--- src/rtl/ising_run_ctrl.sv ---
// Run controller for a coupled-oscillator Ising array: hold in reset, anneal, sample, report.
// Define RUN_CTRL_MAJORITY_EN for 2-of-3 majority spin capture over a 5-cycle SAMPLE window.
module ising_run_ctrl #(
  parameter int N     = 8,
  parameter int RUN_W = 32
) (
  input  logic             clk,
  input  logic             axi_rst,
  input  logic             start,
  input  logic             abort,
  input  logic [15:0]      rst_cycles,
  input  logic [RUN_W-1:0] run_cycles,
  input  logic [N-1:0]     phase_in,
  input  logic             ref_phase,
  output logic             ising_rstn,
  output logic             busy,
  output logic             done,
  output logic [N-1:0]     spins
);

`ifdef RUN_CTRL_MAJORITY_EN
  localparam logic [2:0] SAMP_LAST = 3'd4;
`else
  localparam logic [2:0] SAMP_LAST = 3'd2;
`endif

  typedef enum logic [2:0] {S_IDLE, S_RESET, S_RUN, S_SAMPLE, S_DONE} state_e;

  state_e           state_q, state_d;
  logic [15:0]      rst_cnt_q, rst_cnt_d;
  logic [RUN_W-1:0] run_len_q, run_len_d;
  logic [RUN_W-1:0] run_cnt_q, run_cnt_d;
  logic [2:0]       samp_cnt_q, samp_cnt_d;
  logic [N-1:0]     phase_s1_q, phase_s2_q;
  logic             ref_s1_q, ref_s2_q;
  logic [N-1:0]     spins_q, spins_d;
  logic             ising_rstn_q, ising_rstn_d;
  logic             busy_q, busy_d;
  logic             done_q, done_d;
  logic [N-1:0]     match;
  logic [N-1:0]     captured;
  logic             capture;

  assign match = ~(phase_s2_q ^ {N{ref_s2_q}});

`ifdef RUN_CTRL_MAJORITY_EN
  logic [N-1:0] vote_a_q, vote_b_q;

  // First two votes come from SAMPLE cycles 3 and 4; the live match supplies the third on cycle 5.
  always_ff @(posedge clk) begin
    if (axi_rst) begin
      vote_a_q <= '0;
      vote_b_q <= '0;
    end else if (state_q == S_SAMPLE) begin
      if (samp_cnt_q == 3'd2) vote_a_q <= match;
      if (samp_cnt_q == 3'd1) vote_b_q <= match;
    end
  end

  assign captured = (vote_a_q & vote_b_q) | (vote_a_q & match) | (vote_b_q & match);
`else
  assign captured = match;
`endif

  // NOTE: sequential state uses non-blocking assignments so every flop samples pre-edge values.
  always_ff @(posedge clk) begin
    if (axi_rst) begin
      state_q      <= S_IDLE;
      rst_cnt_q    <= '0;
      run_len_q    <= '0;
      run_cnt_q    <= '0;
      samp_cnt_q   <= '0;
      phase_s1_q   <= '0;
      phase_s2_q   <= '0;
      ref_s1_q     <= 1'b0;
      ref_s2_q     <= 1'b0;
      spins_q      <= '0;
      ising_rstn_q <= 1'b0;
      busy_q       <= 1'b0;
      done_q       <= 1'b0;
    end else begin
      state_q      <= state_d;
      rst_cnt_q    <= rst_cnt_d;
      run_len_q    <= run_len_d;
      run_cnt_q    <= run_cnt_d;
      samp_cnt_q   <= samp_cnt_d;
      phase_s1_q   <= phase_in;
      phase_s2_q   <= phase_s1_q;
      ref_s1_q     <= ref_phase;
      ref_s2_q     <= ref_s1_q;
      spins_q      <= spins_d;
      ising_rstn_q <= ising_rstn_d;
      busy_q       <= busy_d;
      done_q       <= done_d;
    end
  end

  // NOTE: every signal gets a default before the case so no latch is inferred.
  always_comb begin
    state_d    = state_q;
    rst_cnt_d  = rst_cnt_q;
    run_len_d  = run_len_q;
    run_cnt_d  = run_cnt_q;
    samp_cnt_d = samp_cnt_q;
    capture    = 1'b0;
    unique case (state_q)
      S_IDLE: begin
        if (start && !abort) begin
          state_d   = S_RESET;
          rst_cnt_d = (rst_cycles == 16'd0) ? 16'd0 : rst_cycles - 16'd1;
          run_len_d = run_cycles;
        end
      end
      S_RESET: begin
        if (abort) begin
          state_d = S_IDLE;
        end else if (rst_cnt_q != 16'd0) begin
          rst_cnt_d = rst_cnt_q - 16'd1;
        end else if (run_len_q == '0) begin
          state_d    = S_SAMPLE;
          samp_cnt_d = SAMP_LAST;
        end else begin
          state_d   = S_RUN;
          run_cnt_d = run_len_q - RUN_W'(1);
        end
      end
      S_RUN: begin
        if (abort) begin
          state_d = S_IDLE;
        end else if (run_cnt_q != '0) begin
          run_cnt_d = run_cnt_q - RUN_W'(1);
        end else begin
          state_d    = S_SAMPLE;
          samp_cnt_d = SAMP_LAST;
        end
      end
      S_SAMPLE: begin
        if (abort) begin
          state_d = S_IDLE;
        end else if (samp_cnt_q != 3'd0) begin
          samp_cnt_d = samp_cnt_q - 3'd1;
        end else begin
          state_d = S_DONE;
          capture = 1'b1;
        end
      end
      S_DONE:  state_d = S_IDLE;
      default: state_d = S_IDLE;
    endcase
    spins_d = capture ? captured : spins_q;
  end

  // Outputs decode the upcoming state so the registered copies line up with the state register.
  always_comb begin
    ising_rstn_d = (state_d == S_RUN) || (state_d == S_SAMPLE);
    busy_d       = (state_d == S_RESET) || (state_d == S_RUN) || (state_d == S_SAMPLE);
    done_d       = (state_d == S_DONE);
  end

  assign ising_rstn = ising_rstn_q;
  assign busy       = busy_q;
  assign done       = done_q;
  assign spins      = spins_q;

endmodule

--- config.mk ---
export PLATFORM = sky130hd
export DESIGN_NAME = ising_run_ctrl
export DESIGN_NICKNAME = d
export VERILOG_FILES = /design/src/rtl/ising_run_ctrl.sv
export SDC_FILE = /design/constraint.sdc
export NUM_CORES = 1
export LEC_CHECK = 0
export CAP_MARGIN = 20
export CELL_PAD_IN_SITES_DETAIL_PLACEMENT = 1
export CELL_PAD_IN_SITES_GLOBAL_PLACEMENT = 2
export CORE_ASPECT_RATIO = 1.4
export CORE_MARGIN = 8
export CORE_UTILIZATION = 36
export DETAILED_ROUTE_END_ITERATION = 10
export GPL_ROUTABILITY_DRIVEN = 0
export PLACE_DENSITY = 0.82
export SYNTH_ARGS = -nofsm -noshare
export SYNTH_HDL_FRONTEND = slang
export SYNTH_SLANG_ARGS = --single-unit
--- constraint.sdc ---
create_clock -name clk -period 8.3 [get_ports clk]
set_input_delay 1.66 -clock clk [delete_from_list [all_inputs] [get_ports clk]]
set_output_delay 1.66 -clock clk [all_outputs]
set_load 0.05 [all_outputs]
==> key figures <==
Layout
  – P&R area growth vs syn: 21.70%
  – Filler cell count in the final layout: about 2200
  – Multi-input logic area: just over 0.004 mm2
  – Ant diodes: 0
  – Share of cells above drive strength 1: 0.07173
  – NumNets Final: about 1000
  – Register area: ~0.0023 mm2

STA
  – Unrepaired setup endpoints after global routing: no
  – Max-slew violation count: 0
  – Fmax: 0.2258 GHz
  – Setup TNS: 0 ns
  – Tcrit/Tclk final: 0.5335
  – Final Skew: about 0.0091 ns
  – Final setup violation count: 0
  – Setup ws final: 3.872 ns
  – Tmin final: 4.428 ns
  – Hold Vio Cnt, Final: 0
  – Worst-margin pin slew: 0.9961 ns
  – Slew HR: 0.3314

Global routing
  – Met3 GRT Util: 0.03467
  – First-pass GRT wire length: 39.00 mm
  – Remaining Overflow, GRT: 0
  – Grt peak-use layer: met2
  – GRT met2 Usage: 0.3824
  – Initial antenna violation count: 0
  – Met1 Use GR: 0.2223
  – Vias in the first global route: 7616
  – Largest net degree at the start of global routing: 63
  – Total track usage: 0.2045

Synthesis
  – Mapped Area: 0.006770 mm2
  – Synth cell count leaders: nand2_1 (122), dfxtp_1 (115), nor2_1 (72), a21oi_1 (71), o21ai_0 (52)
  – Synth warn: 0
  – Synth top area share: 0.3400
  – Post-Syn Area per Cell: ~7.6 um2
  – Top-count cell post-synth: nand2_1
  – Cell taking the most area after synthesis: dfxtp_1
  – Syn_nets: 959
  – Synth area leaders: dfxtp_1 (34%), nand2_1 (6.8%), a21oi_1 (5.2%), nor2_1 (4.0%), o21ai_0 (3.8%)
  – Synthesized flop and latch total: ~120
  – Synth Instances: 893
  – Seq/Total Area, Yosys: 0.3400
  – Async S/R FF share, synth: 0
  – Distinct cell type count after synthesis: 73
  – Most used DFF post-synth: dfxtp_1
  – Number of synthesized flops with an enable pin: 0

Critical path
  – Max incr delay on CP: 0.69 ns
  – Most repeated library cell on the critical path: inv_1
  – Worst Path Max Fanout: 12
  – Critical path class: input pin to flip-flop
  – Crit-path cells: clkdlybuf4s50_1 > inv_1 > ha_1 > or4b_1 > or4b_2 > o31ai_2 > buf_4 > inv_1 > a221oi_1 > nor3_1
  – WP buf/inv: 4
  – Critical Path RT: 8.59 ns
  – Worst Path Arrival: 4.72 ns
  – CP startpoint kind: input pin
  – Setup crit end kind: flip-flop
  – Worst path top cell family by delay: simple AND/OR/NAND/NOR gates
  – Slowest CP cell: or4b_2

Placed design
  – Post-DP HPWL: 17.40 mm
  – Port Buffer Count: 71
  – Post-Place Worst Slack: 2.933 ns

Clock tree
  – Clock latency on the worst-skew pair: 0.43 ns
  – H-tree Lvls: 4
  – CTS Buf Count: 17
  – Setup Fix Bufs, Post-CTS: 0
  – CTS max path bufs: 2
  – Worst-path clk slew: 0.06 ns
  – PostCTS Resize Cnt: 0
  – CTS Root Buffer Type: clkbuf_16
  – Clock sinks: 115
  – CTS tree: done
  – Hold_buf cts: 0

Power
  – LEAKAGE: about 2.8 nW
  – Peak VDD IR: 130.2 uV
  – Pwr per Cell Area: about 200 mW/mm2

Floorplan
  – Core area: 0.01853 mm2
  – Initial core utilization: 0.3654
  – # IOs: 72
  – Die Y: 178.3 um
  – Row Count: between 50 and 60
  – Die area: 0.02351 mm2
  – DIE WIDTH: 131.9 um

Detailed routing
  – Remaining DRCs: 0
  – First-iteration detailed-routing DRC count: 462
  – DR pass1 iterations: 5
  – Vias per cell: between 6 and 7
  – Vias: 7178
  – Per-cell routed wire length: 20.41 um
  – Routed wire length: 24.33 mm
  – Antenna Violating Nets Remaining: 0

Run
  – Number of max-cap violations: 0

Outcome
  – Status: finished, final reports clean

Min path
  – Hold WC Path Type: flip-flop to flip-flop
[power breakdown]
group	switching, mW	total, mW	internal [mW]
combinational	0.179	0.293	0.115
clock	0.303	0.753	0.450
sequential	0.0286	0.603	0.574
[flip-flops by register name, summed over array words and instances (netlist names)]
| signal | cells |
|---|---|
| busy | 1 |
| done | 1 |
| ising_rstn | 1 |
| phase_s1_q | 8 |
| phase_s2_q | 8 |
| ref_s1_q | 1 |
| ref_s2_q | 1 |
| rst_cnt_q | 16 |
| run_cnt_q | 32 |
| run_len_q | 32 |
| samp_cnt_q | 3 |
| spins | 8 |
| state_q | 3 |
[area by class of cell]
| type | instances | share of cell area |
|---|---|---|
| clock buffer | 17 | 0.05163 |
| tap | 244 | 0.03705 |
| timing repair buffer | 86 | 0.1001 |
| inverter | 20 | 0.009112 |
| sequential | 115 | 0.2794 |
| clock inverter | 15 | 0.02080 |
| multi-input combinational | 695 | 0.5019 |
[worst register-to-register path, delay by kind of cell, from the launching register on]
kind	cells	cell delay (ns)
and+or+nand+nor	4	2.61
AOI/OAI and AO/OA	2	0.52
DFF	1	0.35
adders and majority gates	1	0.20
buffers and inverters	1	0.07
[worst paths after layout]
path / start / to / slack, ns / cells past startpoint
worst min-delay path: phase_s1_q[1] / phase_s2_q[1] / 0.44 / 1
worst min register to register: phase_s1_q[1] / phase_s2_q[1] / 0.44 / 1
worst max-delay path: rst_cycles[0] / rst_cnt_q[7] / 3.87 / 10
worst max register to register: rst_cnt_q[0] / run_cnt_q[19] / 4.46 / 8
[cells in the final DEF, fill, tap and decap left out, drive strengths merged, types with 23 or more instances in the layout]
| cell | instances |
|---|---|
| nor4 | 25 |
| nand3 | 26 |
| nor2 | 73 |
| inv | 27 |
| dfxtp | 115 |
| a21oi | 72 |
| nor3 | 32 |
| o21ai | 58 |
| nand2 | 122 |
| a31oi | 33 |
| clkdlybuf4s50 | 70 |
| nand3b | 23 |
[per-stage QoR]
stage | power, mW | hold slack (ns) | instances | area [um2] | util
finish | 1.649 | 0.4371 | 1192 | 8239 | 0.4447
global route | 1.717 | 0.4582 | 1192 | 8239 | 0.4447
CTS | 1.660 | 0.4403 | 1191 | 8232 | 0.4443
detailed placement | 0.9038 | 0.4249 | 1159 | 7635 | 0.4120
global placement | 0.8895 | 0.4193 | 1158 | 7624 | 0.4114
floorplan | 0.7961 | 0.4138 | 893 | 6770 | -
[cells by family after synthesis]
logic type / synth area share
compound gates: 0.2521
xor+xnor: 0.03105
simple gates: 0.2987
fa+ha+maj: 0.009240
mux: 0.01811
flops: 0.3400
buf+inv: 0.05082
[routing by layer]
metal / up-vias / wire (um)
met5: - / 0
met4: 0 / 695
met3: 47 / 673
met2: 145 / 12960
met1: 3577 / 10000
li1: 3409 / -
No activity file was read; power rests on OpenSTA's default activity.
==> patch, RTL diff (same flow settings) <==
The option `RUN_CTRL_MAJORITY_EN` is turned on by a define.
--- a/src/rtl/ising_run_ctrl.sv
+++ b/src/rtl/ising_run_ctrl.sv
@@ -1,4 +1,6 @@
 // Run controller for a coupled-oscillator Ising array: hold in reset, anneal, sample, report.
 // Define RUN_CTRL_MAJORITY_EN for 2-of-3 majority spin capture over a 5-cycle SAMPLE window.
+`define RUN_CTRL_MAJORITY_EN
+
 module ising_run_ctrl #(
   parameter int N     = 8,
Function: changed (Yosys sat finds a counterexample within 10 cycles, from zero or initial values and one cycle with axi_rst high).
==> patch against the original RTL <==
- worst setup slack got worse by 0.030 ns
- design area grew 5.8%
- sequential cell count rose by 16
- register-to-register slack about the same
- critical endpoint is now run_cnt_q[10]
- wire length shrank 7.4%
- largest cell class unchanged
- power grew 7.6%
- synthesized area grew 8.0%
- global-route usage fell by 2.0 points
==> patch: results (changes against the original RTL) <==
FF-to-FF Start: state_q[0]
Worst reg-to-reg path cell count: 6 (-2)
Hold Startpoint: phase_s1_q[5]
Largest net degree at the start of global routing: 72 (+14%)
First-pass GRT wire length: 38.1 mm (-2.4%)
Static Leakage: 2.97 nW (+6.7%)
CP endpoint: run_cnt_q[10]
Outcome: finished clean
DR WL met2: 11.6 mm (-10%)
Placed cells: 1213 (+4.7%)
Seq pwr: 0.681 mW (+13%)
WL met1: 9.83 mm (-1.7%)
Global Route met2 Usage: 33.2% (-5.1 points)
Total GRT Usage: 18.5% (-2.0 points)
Top cells by area, synth: dfxtp_1 (36%), nand2_1 (7.0%), a21oi_1 (6.0%)
P_clk: 0.758 mW (+0.7%)
Syn Inst Count: 947 (+6.0%)
Met3 WL: 577 um (-14%)
Net total in the final layout: 1048 (+4.7%)
Pre-antenna DRT Iters: 6 (+1)
Post-Syn Nets: 1015 (+5.8%)
Slowest stage cell on the critical path: a21o_2
CP peak stage delay: 0.83 ns (+0.14 ns)
CP arrival: 4.80 ns (+0.08 ns)
Internal: 1.19 mW (+4.1%)
Total number of vias: 7201 (+0.32%)
Critical Path Source: abort
Synth cell count leaders: nand2_1 (137), dfxtp_1 (131), a21oi_1 (87)
Layout cells sized above 1: 6.85% (-0.33 points)
Dpl cell area: 8120 um2 (+6.3%)
Drt wl/cell: 18.1 um (-11%)
patch: cell type report:
type | instances | area, um2
multi-input cells | 732 | 4330
inverters | 17 | 63.8
clock buffers | 17 | 425
fillers | 2446 | 11200
well taps | 252 | 315
clock inverters | 15 | 175
repair buffers | 81 | 787
flip-flops and latches | 131 | 2620
patch: worst min-delay path by stage:
stage / to / slack [ns] / cells past startpoint
after floorplan: phase_s2_q[0] / 0.41 / 1
after global placement: phase_s2_q[3] / 0.42 / 1
after detailed placement: phase_s2_q[5] / 0.43 / 1
after CTS: phase_s2_q[5] / 0.44 / 1
after global routing: phase_s2_q[5] / 0.46 / 1
final: phase_s2_q[5] / 0.44 / 1
patch: logic make-up (layout without fill, tap and decap cells):
| kind of cell | Yosys count | in the layout | synth area share [%] |
|---|---|---|---|
| adder cells (fa/ha/maj) | 7 | 7 | 1.20 |
| AND/OR/NAND/NOR | 422 | 422 | 30.0 |
| AO/OA/AOI/OAI | 266 | 266 | 23.0 |
| XOR/XNOR | 24 | 24 | 2.87 |
| multiplexers | 13 | 13 | 1.80 |
| flip-flops | 131 | 131 | 35.9 |
| buffers and inverters | 84 | 130 | 5.23 |
patch: worst max-delay path: cells and delay by family:
family	cells	cell delay (ns)
and+or+nand+nor	3	1.19
buffers and inverters	1	0.58
muxes	1	0.41
AOI/OAI and AO/OA	2	0.95
patch: through the flow:
| stage | total power, mW | utilization (%) | setup slack [ns] |
|---|---|---|---|
| 6_report | 1.77 | 43.8 | 3.84 |
| 4_1_cts | 1.79 | 43.8 | 3.88 |
| 2_1_floorplan | 0.918 | - | 4.55 |
| 3_5_place_dp | 1.03 | 40.8 | 3.43 |
| 3_3_place_gp | 1.03 | 40.7 | 3.50 |
| 5_1_grt | 1.86 | 43.8 | 3.62 |
